$ cat src/rtl/uart_rx_with_buffer.sv
// ============================================================================
// uart_rx_with_buffer : 8N1 UART receiver feeding a show-ahead byte FIFO.
// Optional 8E1 framing when UART_RX_PARITY_EN is defined.  Rev 1.0
// ============================================================================
`default_nettype none

module uart_rx_with_buffer #(
  parameter int CLK_PER_BIT = 868,
  parameter int FIFO_DEPTH  = 16,
  parameter int ADDR_W      = 4
) (
  input  logic              clk,
  input  logic              rst_n,
  input  logic              rx,
  input  logic              rd_en,
  output logic [7:0]        rd_data,
  output logic              empty,
  output logic              full,
  output logic [ADDR_W:0]   count,
  output logic              overflow,
  output logic              frame_err,
  input  logic              clr_err
);

  localparam int CNT_W = $clog2(CLK_PER_BIT);
  localparam logic [CNT_W-1:0] HALF_LOAD = CNT_W'(CLK_PER_BIT / 2 - 1);
  localparam logic [CNT_W-1:0] FULL_LOAD = CNT_W'(CLK_PER_BIT - 1);

  typedef enum logic [2:0] {
    IDLE   = 3'd0,
    START  = 3'd1,
    DATA   = 3'd2,
`ifdef UART_RX_PARITY_EN
    PARITY = 3'd3,
`endif
    STOP   = 3'd4
  } state_t;

  state_t            state_q, state_d;
  logic [CNT_W-1:0]  cnt_q, cnt_d;
  logic [2:0]        idx_q, idx_d;
  logic [7:0]        shift_q, shift_d;
  logic              rx_meta_q, rx_s_q, rx_prev_q;
  logic              push, frame_set, cnt_zero, bad_frame;

`ifdef UART_RX_PARITY_EN
  logic              par_bad_q, par_bad_d;
  assign bad_frame = par_bad_q;
`else
  assign bad_frame = 1'b0;
`endif

  logic [7:0]        mem [FIFO_DEPTH];
  logic [ADDR_W-1:0] wr_ptr_q, wr_ptr_d, rd_ptr_q, rd_ptr_d;
  logic [ADDR_W:0]   count_q, count_d;
  logic              overflow_q, overflow_d, frame_err_q, frame_err_d;
  logic              do_pop, do_push, ovf_set;

  assign cnt_zero = (cnt_q == '0);

  // Receive FSM: every non-idle state counts down and acts on zero.
  always_comb begin
    state_d   = state_q;
    cnt_d     = cnt_q;
    idx_d     = idx_q;
    shift_d   = shift_q;
    push      = 1'b0;
    frame_set = 1'b0;
`ifdef UART_RX_PARITY_EN
    par_bad_d = par_bad_q;
`endif
    case (state_q)
      IDLE: begin
        if (rx_prev_q && !rx_s_q) begin
          state_d = START;
          cnt_d   = HALF_LOAD;
        end
      end
      START: begin
        if (!cnt_zero) begin
          cnt_d = cnt_q - 1'b1;
        end else if (rx_s_q) begin
          state_d = IDLE;
        end else begin
          cnt_d   = FULL_LOAD;
          idx_d   = 3'd0;
          state_d = DATA;
`ifdef UART_RX_PARITY_EN
          par_bad_d = 1'b0;
`endif
        end
      end
      DATA: begin
        if (!cnt_zero) begin
          cnt_d = cnt_q - 1'b1;
        end else begin
          shift_d[idx_q] = rx_s_q;
          cnt_d          = FULL_LOAD;
          idx_d          = idx_q + 3'd1;
          if (idx_q == 3'd7) begin
`ifdef UART_RX_PARITY_EN
            state_d = PARITY;
`else
            state_d = STOP;
`endif
          end
        end
      end
`ifdef UART_RX_PARITY_EN
      PARITY: begin
        if (!cnt_zero) begin
          cnt_d = cnt_q - 1'b1;
        end else begin
          par_bad_d = (rx_s_q != ^shift_q);
          cnt_d     = FULL_LOAD;
          state_d   = STOP;
        end
      end
`endif
      STOP: begin
        if (!cnt_zero) begin
          cnt_d = cnt_q - 1'b1;
        end else begin
          state_d = IDLE;
          if (!rx_s_q || bad_frame) frame_set = 1'b1;
          else                      push      = 1'b1;
        end
      end
      default: state_d = IDLE;
    endcase
  end

  // FIFO bookkeeping; a pop is honoured even when full so push+pop can coexist.
  always_comb begin
    do_pop   = rd_en && (count_q != '0);
    do_push  = push && ((count_q != (ADDR_W+1)'(FIFO_DEPTH)) || do_pop);
    ovf_set  = push && !do_push;
    wr_ptr_d = do_push ? wr_ptr_q + 1'b1 : wr_ptr_q;
    rd_ptr_d = do_pop  ? rd_ptr_q + 1'b1 : rd_ptr_q;
    count_d  = count_q;
    if (do_push && !do_pop)      count_d = count_q + 1'b1;
    else if (!do_push && do_pop) count_d = count_q - 1'b1;
    overflow_d  = ovf_set   ? 1'b1 : (clr_err ? 1'b0 : overflow_q);
    frame_err_d = frame_set ? 1'b1 : (clr_err ? 1'b0 : frame_err_q);
  end

  always_ff @(posedge clk or negedge rst_n) begin
    if (!rst_n) begin
      rx_meta_q   <= 1'b1;
      rx_s_q      <= 1'b1;
      rx_prev_q   <= 1'b1;
      state_q     <= IDLE;
      cnt_q       <= '0;
      idx_q       <= '0;
      shift_q     <= '0;
      wr_ptr_q    <= '0;
      rd_ptr_q    <= '0;
      count_q     <= '0;
      overflow_q  <= 1'b0;
      frame_err_q <= 1'b0;
`ifdef UART_RX_PARITY_EN
      par_bad_q   <= 1'b0;
`endif
    end else begin
      rx_meta_q   <= rx;
      rx_s_q      <= rx_meta_q;
      rx_prev_q   <= rx_s_q;
      state_q     <= state_d;
      cnt_q       <= cnt_d;
      idx_q       <= idx_d;
      shift_q     <= shift_d;
      wr_ptr_q    <= wr_ptr_d;
      rd_ptr_q    <= rd_ptr_d;
      count_q     <= count_d;
      overflow_q  <= overflow_d;
      frame_err_q <= frame_err_d;
`ifdef UART_RX_PARITY_EN
      par_bad_q   <= par_bad_d;
`endif
    end
  end

  always_ff @(posedge clk) begin
    if (do_push) mem[wr_ptr_q] <= shift_q;
  end

  assign empty     = (count_q == '0);
  assign full      = (count_q == (ADDR_W+1)'(FIFO_DEPTH));
  assign count     = count_q;
  assign rd_data   = empty ? 8'h00 : mem[rd_ptr_q];
  assign overflow  = overflow_q;
  assign frame_err = frame_err_q;

endmodule

`default_nettype wire

$ cat config.mk
export PLATFORM = sky130hd
export DESIGN_NAME = uart_rx_with_buffer
export DESIGN_NICKNAME = d
export VERILOG_FILES = /design/src/rtl/uart_rx_with_buffer.sv
export SDC_FILE = /design/constraint.sdc
export NUM_CORES = 1
export LEC_CHECK = 0
export CORE_AREA = 10 10 107 181
export CTS_CLUSTER_DIAMETER = 60
export CTS_CLUSTER_SIZE = 30
export DETAILED_ROUTE_END_ITERATION = 7
export DIE_AREA = 0 0 117 191
export RECOVER_POWER = 100
export SLEW_MARGIN = 20
export SYNTH_ARGS = -nofsm -noshare
export SYNTH_HDL_FRONTEND = slang
export SYNTH_SLANG_ARGS = --single-unit
export TNS_END_PERCENT = 5
$ cat constraint.sdc
create_clock -name clk -period 4.9 [get_ports clk]
set_input_delay 0.98 -clock clk [delete_from_list [all_inputs] [get_ports clk]]
set_output_delay 0.98 -clock clk [all_outputs]
set_load 0.005 [all_outputs]
==> impl_summary.md, run 1 <==
Pwr
The internal power of the cells totals 2480 uW. Net switching is a little over a fifth of the power. The total power draw is 3170 uW. Across the VDD grid, the largest voltage drop is between 200 and 300 uV. The logic gate share of total power is 6.2%. Sequential cells burn 51.0% of the power. For this design the ratio of total power to cell area is between 300 and 400 nW/um^2. Summed over all cells, the static leakage comes to between 0.002 and 0.003 uW. Of the total power, the clock network draws 42.7%. Summed over all nets, the switching power comes to 688 uW.

Critical path
The setup path with the least slack is of type flop to flop. The arrival time at the worst endpoint is 4120 ps. STA classifies the critical path endpoint as a flop. The critical path starts at cnt_q[2].

STA classifies the critical path startpoint as a flop. The startpoint of the worst-slack reg-to-reg timing path is cnt_q[2]. The highest net fanout along the worst path is 14. Data on the critical path is required at its endpoint by approximately 4900 ps.

Synth
After technology mapping, the gate count stands at around 450. The synthesized cell area is between 7000 and 8000 sq um. The number of nets produced by synthesis is approximately 470.

The synthesized design spends more area on one cell type than any other, namely edfxtp_1. Yosys mapped the design onto 53 distinct sky130hd cell types. The top flip-flop cell by instance count after synthesis is edfxtp_1. The number of flops mapped to enable cells by yosys is between 100 and 150. Sorting the synthesized cells by area gives the leading types as edfxtp_1 53%, dfrtp_1 14%, mux4_2 10%, mux2i_1 2.6%, ha_1 2.4%.

The area share of the leading cell type in the synthesized netlist is a little over half. The number of synthesized register bits is 170. During synthesis, Yosys emitted a total of 0 warnings.

For this run, the register share of the synthesized area comes to about two thirds. Of all flip-flops after synthesis, the portion carrying an async set or reset was approximately a quarter. In this run the mean area of a mapped cell was ~16 sq um.

Detailed routing
The final routed DRC violation total is 0. The first routing iteration left roughly 220 violations. The count of vias placed by the detailed router is ~3,800. Wires add up to roughly 14,000 um. The first detailed-routing pass took 6 iterations. The via-per-instance ratio is between 5 and 6. The final antenna-violating net count is 0. The mean routed wirelength per cell is 21.3 um.

Floorplan
The floorplan die area is 22,300 sq um. The chip height is between 150 and 200 um. From left edge to right edge, the die measures between 100 and 150 um.

The region available for standard cell placement spans between 15,000 and 20,000 sq um. In this run the count of I/O pins placed on the die edge is 22. The number of placement rows is 62. The initial utilization of the core area, before any placement, comes to between 40% and 50%.

CTS
TritonCTS built the clock tree. The clock net in this run drives a total of 170 sinks. The CTS clock-pin slew for the worst setup and hold paths is 60 ps.

TritonCTS created 17 clock buffers. The clock root buffer is clkbuf_16. The number of buffers added for setup after CTS is 0. The clock network latency to the later pin of the worst-skew pair is between 400 and 500 ps. The count of H-tree levels built during CTS is 4. After clock tree synthesis, the flow added hold-fix buffers numbering 0. The maximum clock path buffer count is 2. The number of gates given a new drive strength after cts is 0.

STA
The transition at the pin with the smallest max-transition slack is between 2000 and 2500 ps. The number of pins exceeding their max-slew limit in the final report is 53. Setup repair after global routing left no endpoint under its margin.

The highest achievable clock rate is around 240 MHz. The number of hold-slack violations in the final timing report is 0. For the final routed database, the setup TNS stands at 0 ps. The hold slack is 361 ps. Dividing the final minimum period by the clock period gives approximately 84%.

Across the routed clock network, the largest skew measured is roughly 8.5 ps. Setup violations remaining at the end of the flow were counted as 0. The time the worst path needs with I/O delays and setup is approximately 4100 ps. The worst max-slew margin expressed relative to the limit is -52.2%.

Hold path
The kind of path behind the tightest hold check is flop to flop. The hold path startpoint is rx_meta_q.

Cells and area
The diode insertion count for antenna repair is 0. The signed area change from the synthesized netlist to the final layout is 13.4%. After filler insertion, the fill cell instance count of the layout stands at about 1,400. With fillers left out, the area of the finished cells amounts to 8200 sq um. Leaving out filler cells and counting taps, the final layout contains roughly 680. For this run, the post-layout net count is between 400 and 500.

Cells with a size suffix above 1 make up between 10% and 20% of the layout.

Placement
The wire-length estimate of the detail-placed layout is 9890 um. The final weighted congestion in routability-driven placement is between 0.8 and 0.9. The standard cell area after detailed placement is 7650 sq um. Including well taps, the total number of placed cells is about 640.

The number of buffers added on ports is 21.

Outcome
The checks that failed: max-capacitance violations, max-slew violations. The run finished, with violations left.

GRT
The maximum number of pins on one net before global-route repair is 43. The initial antenna violation count is 0. The global route total overflow is 0. The total track usage is between 10 and 15%. The via count of the first global-routing pass came to ~4,000. The first global-routing pass estimated between 20,000 and 25,000 um of wire.

Job
The max-cap violation count is 4.
==> metal layers <==
metal | vias to the layer above | routed length (um) | global-route usage, %
li1 | 1766 | - | -
met1 | 1935 | 5440 | 15.1
met2 | 75 | 8300 | 25.5
met3 | 19 | 441 | 2.76
met4 | 0 | 202 | 4.49
met5 | - | 0 | 0
==> through the flow <==
stage / util (%) / setup slack [ps]
6_report: 50.3 / 797
5_1_grt: 50.3 / 584
3_5_place_dp: 46.9 / 1390
3_3_place_gp: 46.9 / 1420
2_1_floorplan: - / 2100
4_1_cts: 50.7 / 1160
==> cell families (layout without fill, tap and decap cells) <==
kind of cell	count (synthesis)	in the layout	share of synthesized area, %
flip-flops	170	170	67.8
AND/OR/NAND/NOR	102	102	6.93
multiplexers	61	61	14.2
AO/OA/AOI/OAI	50	50	4.66
buffers and inverters	34	73	2.15
adder cells (fa/ha/maj)	16	16	2.86
XOR/XNOR	12	12	1.45
==> power groups by stage <==
stage | registers, uW | clock network [uW] | logic (uW)
final | 1620 | 1350 | 198
after detailed placement | 1650 | 0 | 203
after global placement | 1640 | 0 | 194
after CTS | 1620 | 1380 | 203
after floorplan | 1630 | 0 | 163
after global routing | 1620 | 1440 | 219
==> placed cells by master, fill, tap and decap left out, types with 9 or more instances in the layout <==
master / count
edfxtp_1: 128
nand2_1: 24
inv_1: 12
nor2_1: 31
ha_1: 14
mux2i_1: 19
nor3_1: 11
dfrtp_1: 37
o21ai_0: 13
clkbuf_16: 17
o22ai_1: 9
a21oi_1: 11
dlygate4sd3_1: 17
mux4_2: 32
==> registers in the layout (all words and copies together) (netlist names), 3 cells and up <==
signal,flops
state_q,3
shift_q,8
idx_q,3
rd_ptr_q,4
wr_ptr_q,4
count,5
mem,128
cnt_q,10
==> worst max-delay path, cell delays in order, from the launching register on <==
cell,delay [ps]
dfrtp_1,420
nor3_1,170
clkbuf_1,400
and4_1,280
clkbuf_1,470
and4_1,500
nand2_1,170
nor3_1,1280
==> Yosys cell counts (2+ instances only) <==
master,n
edfxtp_1,128
a22o_1,4
mux2_1,2
nor2_1,31
buf_6,2
xnor2_1,8
nor3_1,10
o21ai_0,12
dfrtp_1,39
and3_1,3
a21o_1,2
inv_1,12
a21oi_1,11
o22ai_1,9
nand2b_1,7
clkbuf_1,7
a31oi_1,3
and4_1,2
dfstp_2,3
o32ai_1,2
nand3_1,8
xor2_1,4
or2_0,2
buf_1,4
mux2_2,8
nand2_1,23
buf_2,7
ha_1,14
mux4_2,32
mux2i_1,19
nand4_1,5
==> cell type report <==
cell class	instances	area (sq um)	area share [%]
inverter	13	48.8	0.595
sequential	170	4900	59.8
clock buffer	21	460	5.62
multi-input combinational	241	2150	26.3
timing repair buffer	28	248	3.02
clock inverter	11	145	1.77
tap	192	240	2.93
==> worst paths after layout <==
check | to | slack, ps | depth (start not counted)
max reg2reg | mem[2][5] | 800 | 7
max in group asynchronous | rd_ptr_q[1] | 2080 | 2
min in group asynchronous | cnt_q[7] | 1330 | 2
min reg2reg | rx_s_q | 360 | 0
min | rx_s_q | 360 | 0
max | mem[2][5] | 800 | 7
Note: power is estimated with default switching activity, not from simulation.
==> run 2: changes to the inputs <==
- clock period: 4.9 -> 3.88 ns (I/O delays scaled with it)
==> run 2 against run 1 <==
The flow still finishes with violations (max-capacitance violations, max-slew violations). First-iteration DRC count fell by 25%. Wire length fell by 0.31%. Sequential power rose by 26%. Power increased by 25%. Non-clock buffer count is 13 higher. Clock-buffer cell count shrank 4. Combinational power grew 23%. Via count rose by 2.7%. Final cell count is 1.9% higher. Global-route usage decreased by 0.20 points. Register-to-register slack got worse by 320 ps. Clock power up 23%.
==> impl_summary.md, run 2 (synthesis gave the netlist of run 1 again) <==
Outcome
The flow ran to the end, but the final reports show violations. The checks that failed: max-capacitance violations, max-slew violations.

STA
The number of pins exceeding their max-slew limit in the final report is 43. Summed over all failing endpoints, the final setup total negative slack is 0 ps. The worst pin sits at a relative slew slack of -55.9%. The number of hold-slack violations in the final timing report is 0. Setup violations remaining at the end of the flow were counted as 0.

Setup repair after global routing left no endpoint under its margin. The transition at the pin with the smallest max-transition slack is about 2300 ps. The time the worst path needs with I/O delays and setup is between 3000 and 4000 ps. Derived from the worst setup path, the maximum achievable clock frequency is around 280 MHz. The worst setup skew after layout is around 11 ps.

The final period utilization is 91.5%.

Critical path
The worst setup path is launched from a flop. The data required time at the worst endpoint is 3100 ps. The critical path is of the flop to output pin type. Data arrives at the worst endpoint at ~2800 ps. In this run the worst path has a maximum fanout of 8.

STA classifies the critical path endpoint as an output pin.

CTS
The number of hold buffers added after cts is 0. The clock buffer count from CTS is 17. The CTS clock-pin slew for the worst setup and hold paths is around 70 ps. The number of gates given a new drive strength after cts is 0. The clock drives 170 sinks. The number of buffers added for setup after CTS is 0. The count of H-tree levels built during CTS is 4. The clock network latency to the later pin of the worst-skew pair is 420 ps.

The CTS tree is yes. The clock root buffer is clkbuf_16. Counting along the longest clock path gives a buffer depth of 2.

Floorplan
From left edge to right edge, the die measures 117 um. The initial cell density of the core is ~44%. The number of I/O pins is 22.

The core area is 16,300 sq um. The floorplan die area is around 22,000 sq um. Measured along the y axis, the die boundary spans between 150 and 200 um. The number of placement rows is 62.

Detailed routing
In this run the remaining antenna-violating nets after routing total 0. The number of DRC violations after detailed-routing iteration 0 is ~170. The routed layout has about 3,900 vias. The mean routed wirelength per cell is roughly 21 um. For this block, the routed nets add up to about 14,000 um of wire. Using the TritonRoute via totals, the vias-per-cell ratio works out to 5.66. The first detailed-routing pass ran for 4 iterations. In the routed design, unresolved DRC markers number 0.

Placement
At the end of routability-driven placement, the weighted congestion stood at ~0.76. During placement, the flow inserted port buffers numbering 21. Detailed placement finished with a half-perimeter wire length of roughly 10,000 um.

GRT
Entering global routing, the biggest net connects between 40 and 50 pins. The initial antenna violation count is 0. The via count of the first global-routing pass is between 4,000 and 5,000. Summed over all layers, the global routing overflow is 0. In the global route stage, overall resource usage came out at a little over an eighth. The first global-routing pass estimated 22,700 um of wire.

Cells and area
The number of nets in the final layout is ~500. The share of post-route cells with drive strength above 1 is ~17%. Relative to the synthesized area, the layout overhead comes to 14.1%. The diode insertion count for antenna repair is 0. In the final layout, the registers with the most flip-flops are mem: 128 flops, cnt_q: 10 flops, shift_q: 8 flops. The register with the most flip-flops in the layout has approximately 130 of them. Leaving out fill and tap cells, the most frequent cell in the layout is edfxtp_1. In the layout the commonest cells are 128 x edfxtp_1, 38 x dfrtp_1, 32 x mux4_2, 31 x nor2_1, 24 x nand2_1. Ranked by flip-flop count, first place goes to mem.

Pwr
The peak supply drop is 297 uV. Power comes to ~3900 uW. The leakage dissipation is slightly below 0.003 uW.

The power density relative to cell area is ~480 nW/um^2.

Hold path
The path class of the tightest hold or removal check is flop to flop.

Job
The tool flagged a number of max-cap violations equal to 1.
-- run 2: area by class of cell --
cell class | instances | area (sq um)
clock buffer | 17 | 425
clock inverter | 15 | 170
fill | 1367 | 8040
inverter | 13 | 48.8
multi-input combinational | 241 | 2150
sequential | 170 | 4900
tap | 192 | 240
timing repair buffer | 41 | 310
-- run 2: layer usage --
metal | track usage [%] | part of all wire (%) | vias to the layer above
li1 | - | - | 1798
met1 | 13.9 | 36 | 2010
met2 | 25.5 | 58 | 73
met3 | 3.26 | 3.2 | 18
met4 | 4.97 | 2.4 | 0
met5 | 0 | 0 | -
-- run 2: final timing paths --
path	start	to	slack [ps]	cells after the start
max in group asynchronous	rst_n	rd_ptr_q[0]	1320	1
worst max register to register	cnt_q[2]	count[4]	480	12
min in group asynchronous	rst_n	cnt_q[9]	1050	1
worst min-delay path	rx_meta_q	rx_s_q	360	0
worst min register to register	rx_meta_q	rx_s_q	360	0
worst max-delay path	count[0]	rd_data[6]	330	5
-- run 2: power by group --
part / internal [uW] / switching [uW] / total (uW)
Clock: 873 / 790 / 1660
Sequential: 1980 / 59.0 / 2040
Combinational: 98.3 / 145 / 243
Total: 2950 / 995 / 3950
-- run 2: metrics by stage --
stage               cell area, sq um  util [%]  setup WS (ps)  hold WS [ps]  std cells
finish                          8250      50.6            330           362        689
global route                    8250      50.6           63.9           371        689
CTS                             8320      51.1            258           357        689
detailed placement              7730      47.4            617           347        657
global placement                7730      47.4            711           346        657
floorplan                       7230         -           1260           345        445
-- run 2: critical path, stage by stage (launching register included) --
cell,delay (ps)
dfrtp_1,450
nor4_1,560
nand2b_1,310
nand2_1,350
o22ai_1,190
clkdlybuf4s50_1,490
==> run 3: changes to the inputs <==
- clock period: 3.88 -> 4.45 ns (I/O delays scaled with it)
==> run 3 against run 2 <==
The run still ends with max-capacitance violations, max-slew violations left. Clock skew down 0.60 ps. Core utilization down 0.41 points. Sequential share of layout area up 0.49 points. Power down 12%. Sequential cell count unchanged. Combinational power down 10%. Die area unchanged. Non-clock buffer count down 11. Global-route usage about the same. Design area down 0.82%. Via count down 2.3%. Setup slack better by 220 ps. Critical path type unchanged. Highest routed layer unchanged.
==> impl_summary.md, run 3 (synthesis gave the netlist of run 1 again) <==
Detailed routing
The routed wire length is approximately 14,000 um. The count of vias placed by the detailed router is about 3,800. In this run the remaining antenna-violating nets after routing total 0. The first TritonRoute pass finished after 4 iterations.

The number of DRC violations after detailed-routing iteration 0 is between 200 and 300. After detailed routing, the number of vias per cell comes to approximately 5.6. The final routed DRC violation total is 0. The mean routed wirelength per cell is 21.2 um.

STA
After layout, the worst path uses between 80% and 90% of the clock period. The number of endpoints failing setup at the final stage is 0. Across all setup checks in the final design, the least slack found is approximately 550 ps. The number of hold-slack violations in the final timing report is 0. The transition at the pin with the smallest max-transition slack is 2330 ps.

Setup repair after global routing left no endpoint under its margin. Timing would allow up to 257 MHz. The post-route setup TNS is 0 ps. Between clock sinks in the finished design, the worst skew comes to around 11 ps. The number of pins exceeding their max-slew limit in the final report was 43. The time the worst path needs with I/O delays and setup is 3900 ps.

The worst max-slew margin expressed relative to the limit is -55.5%.

CTS
The CTS tree is yes. For the worst-skew pair, the clock arrives at the later sink with an insertion delay of about 420 ps. Clock-pin slew was measured on the worst setup and hold paths at about 70 ps.

The clock passes through at most 2 buffers. The clock root buffer is clkbuf_16. After clock tree synthesis, the setup repair step added 0 buffers. The count of H-tree levels built during CTS is 4.

The CTS sink count is 170. Once the clock tree was built, the resizer swapped 0 gates to a different size. The number of hold buffers added after CTS was 0. TritonCTS created 17 clock buffers.

Cells and area
The share of post-route cells with drive strength above 1 is between 15 and 20%. The register ranked first by flip-flop count is mem. Cells fill 50.2% of the core in the end.

The diode insertion count for antenna repair is 0. The number of nets in the final layout is 493. The largest registers in the layout are mem: 128 flops, cnt_q: 10 flops, shift_q: 8 flops. The register with the most flip-flops in the layout has approximately 130 of them. Leaving out fill and tap cells, the most frequent cell in the layout is edfxtp_1. The post-layout instance count excluding filler cells is 677.

Fill cells in the final layout number about 1,400. The library cells used most frequently in the layout, excluding fill and tap cells, are 128 x edfxtp_1, 38 x dfrtp_1, 32 x mux4_2, 31 x nor2_1, 24 x nand2_1. From synthesis to final layout, the design area changed by 13.2%.

Hold path
The path class of the tightest hold or removal check is flop to flop.

Floorplan
The horizontal die dimension is roughly 120 um. The floorplan die area is approximately 22,000 sq um. The core area is 16,300 sq um. The chip height is 191 um. The initial cell density of the core is between 40% and 50%.

The number of I/O pins is 22. The number of placement rows is just over 60.

GRT
The total track usage is between 10% and 20%. The global route total overflow is 0. The via count of the first global-routing pass came to around 4,000. The initial antenna violation count came to 0. The maximum number of pins on one net before global-route repair is 43. The first global-routing pass estimated around 23,000 um of wire.

Critical path
The type of the worst setup path is flop to output pin. The worst setup path is launched from a flop. The data required time at the worst endpoint is 3560 ps. STA classifies the critical path endpoint as an output pin. The arrival time at the worst endpoint is about 3000 ps. The highest net fanout along the worst path is 16.

Placement
The half-perimeter wire length after detailed placement is 9760 um. Before CTS, the worst setup slack after placement is about 1000 ps. Counting tap cells, the placed design contains a total of approximately 650 instances. The congestion estimate from routability-driven global placement came to approximately 0.8. During placement, the flow inserted port buffers numbering 21.

Pwr
The peak supply drop is around 270 uV. The leakage dissipation is 0.00288 uW. In this run the power density over the cells is approximately 420 nW/um^2.

Outcome
The flow ran to the end, but the final reports show violations. The final reports fail on max-capacitance violations, max-slew violations.

Job
The max-cap violation count is 1.
run 3: cell count changes in the layout (fill, tap and decap cells not counted):
cell	previous run	this run
clkinv_8	3	0
clkinv_4	1	3
buf_4	4	3
clkbuf_1	16	6
clkbuf_2	0	1
buf_12	1	0
inv_8	7	1
inv_6	3	4
bufinv_16	0	2
clkinvlp_4	1	4
run 3: worst paths after layout:
| check | startpoint | endpoint | slack [ps] | cells past startpoint |
|---|---|---|---|---|
| max | rd_ptr_q[0] | rd_data[6] | 550 | 5 |
| min | rx_meta_q | rx_s_q | 370 | 0 |
| max reg2reg | cnt_q[5] | count[4] | 940 | 11 |
| min reg2reg | rx_meta_q | rx_s_q | 370 | 0 |
| max in group asynchronous | rst_n | rd_ptr_q[0] | 1770 | 1 |
| min in group asynchronous | rst_n | cnt_q[0] | 1180 | 1 |
run 3: layer usage:
layer | vias to the layer above | wire length [um] | track usage [%]
met4 | 0 | 161 | 4.15
met1 | 1958 | 5720 | 15.4
met3 | 13 | 362 | 2.35
met2 | 63 | 8090 | 25.0
met5 | - | 0 | 0
li1 | 1777 | - | -
run 3: stage by stage:
step | instance area, sq um | total power, uW | hold slack (ps)
global placement | 7630 | 2020 | 346
detailed placement | 7630 | 2040 | 354
finish | 8180 | 3460 | 368
CTS | 8220 | 3500 | 364
global route | 8180 | 3590 | 371
floorplan | 7230 | 1980 | 345
run 3: critical path, stage by stage, from the launching register on:
cell	delay, ps
dfrtp_2	680
clkbuf_2	540
mux4_2	600
mux2i_1	140
o22ai_1	130
clkdlybuf4s50_1	480
run 3: area by class of cell:
| class | count | area [sq um] | area share (%) |
|---|---|---|---|
| multi-input cells | 241 | 2150 | 26.3 |
| flip-flops and latches | 170 | 4900 | 59.9 |
| repair buffers | 30 | 250 | 3.06 |
| clock buffers | 17 | 425 | 5.20 |
| well taps | 192 | 240 | 2.94 |
| clock inverters | 14 | 163 | 1.99 |
| inverters | 13 | 48.8 | 0.597 |
run 3: where the power goes:
| group | switching (uW) | internal [uW] |
|---|---|---|
| Clock | 629 | 837 |
| Sequential | 50.3 | 1730 |
| Combinational | 129 | 88.1 |
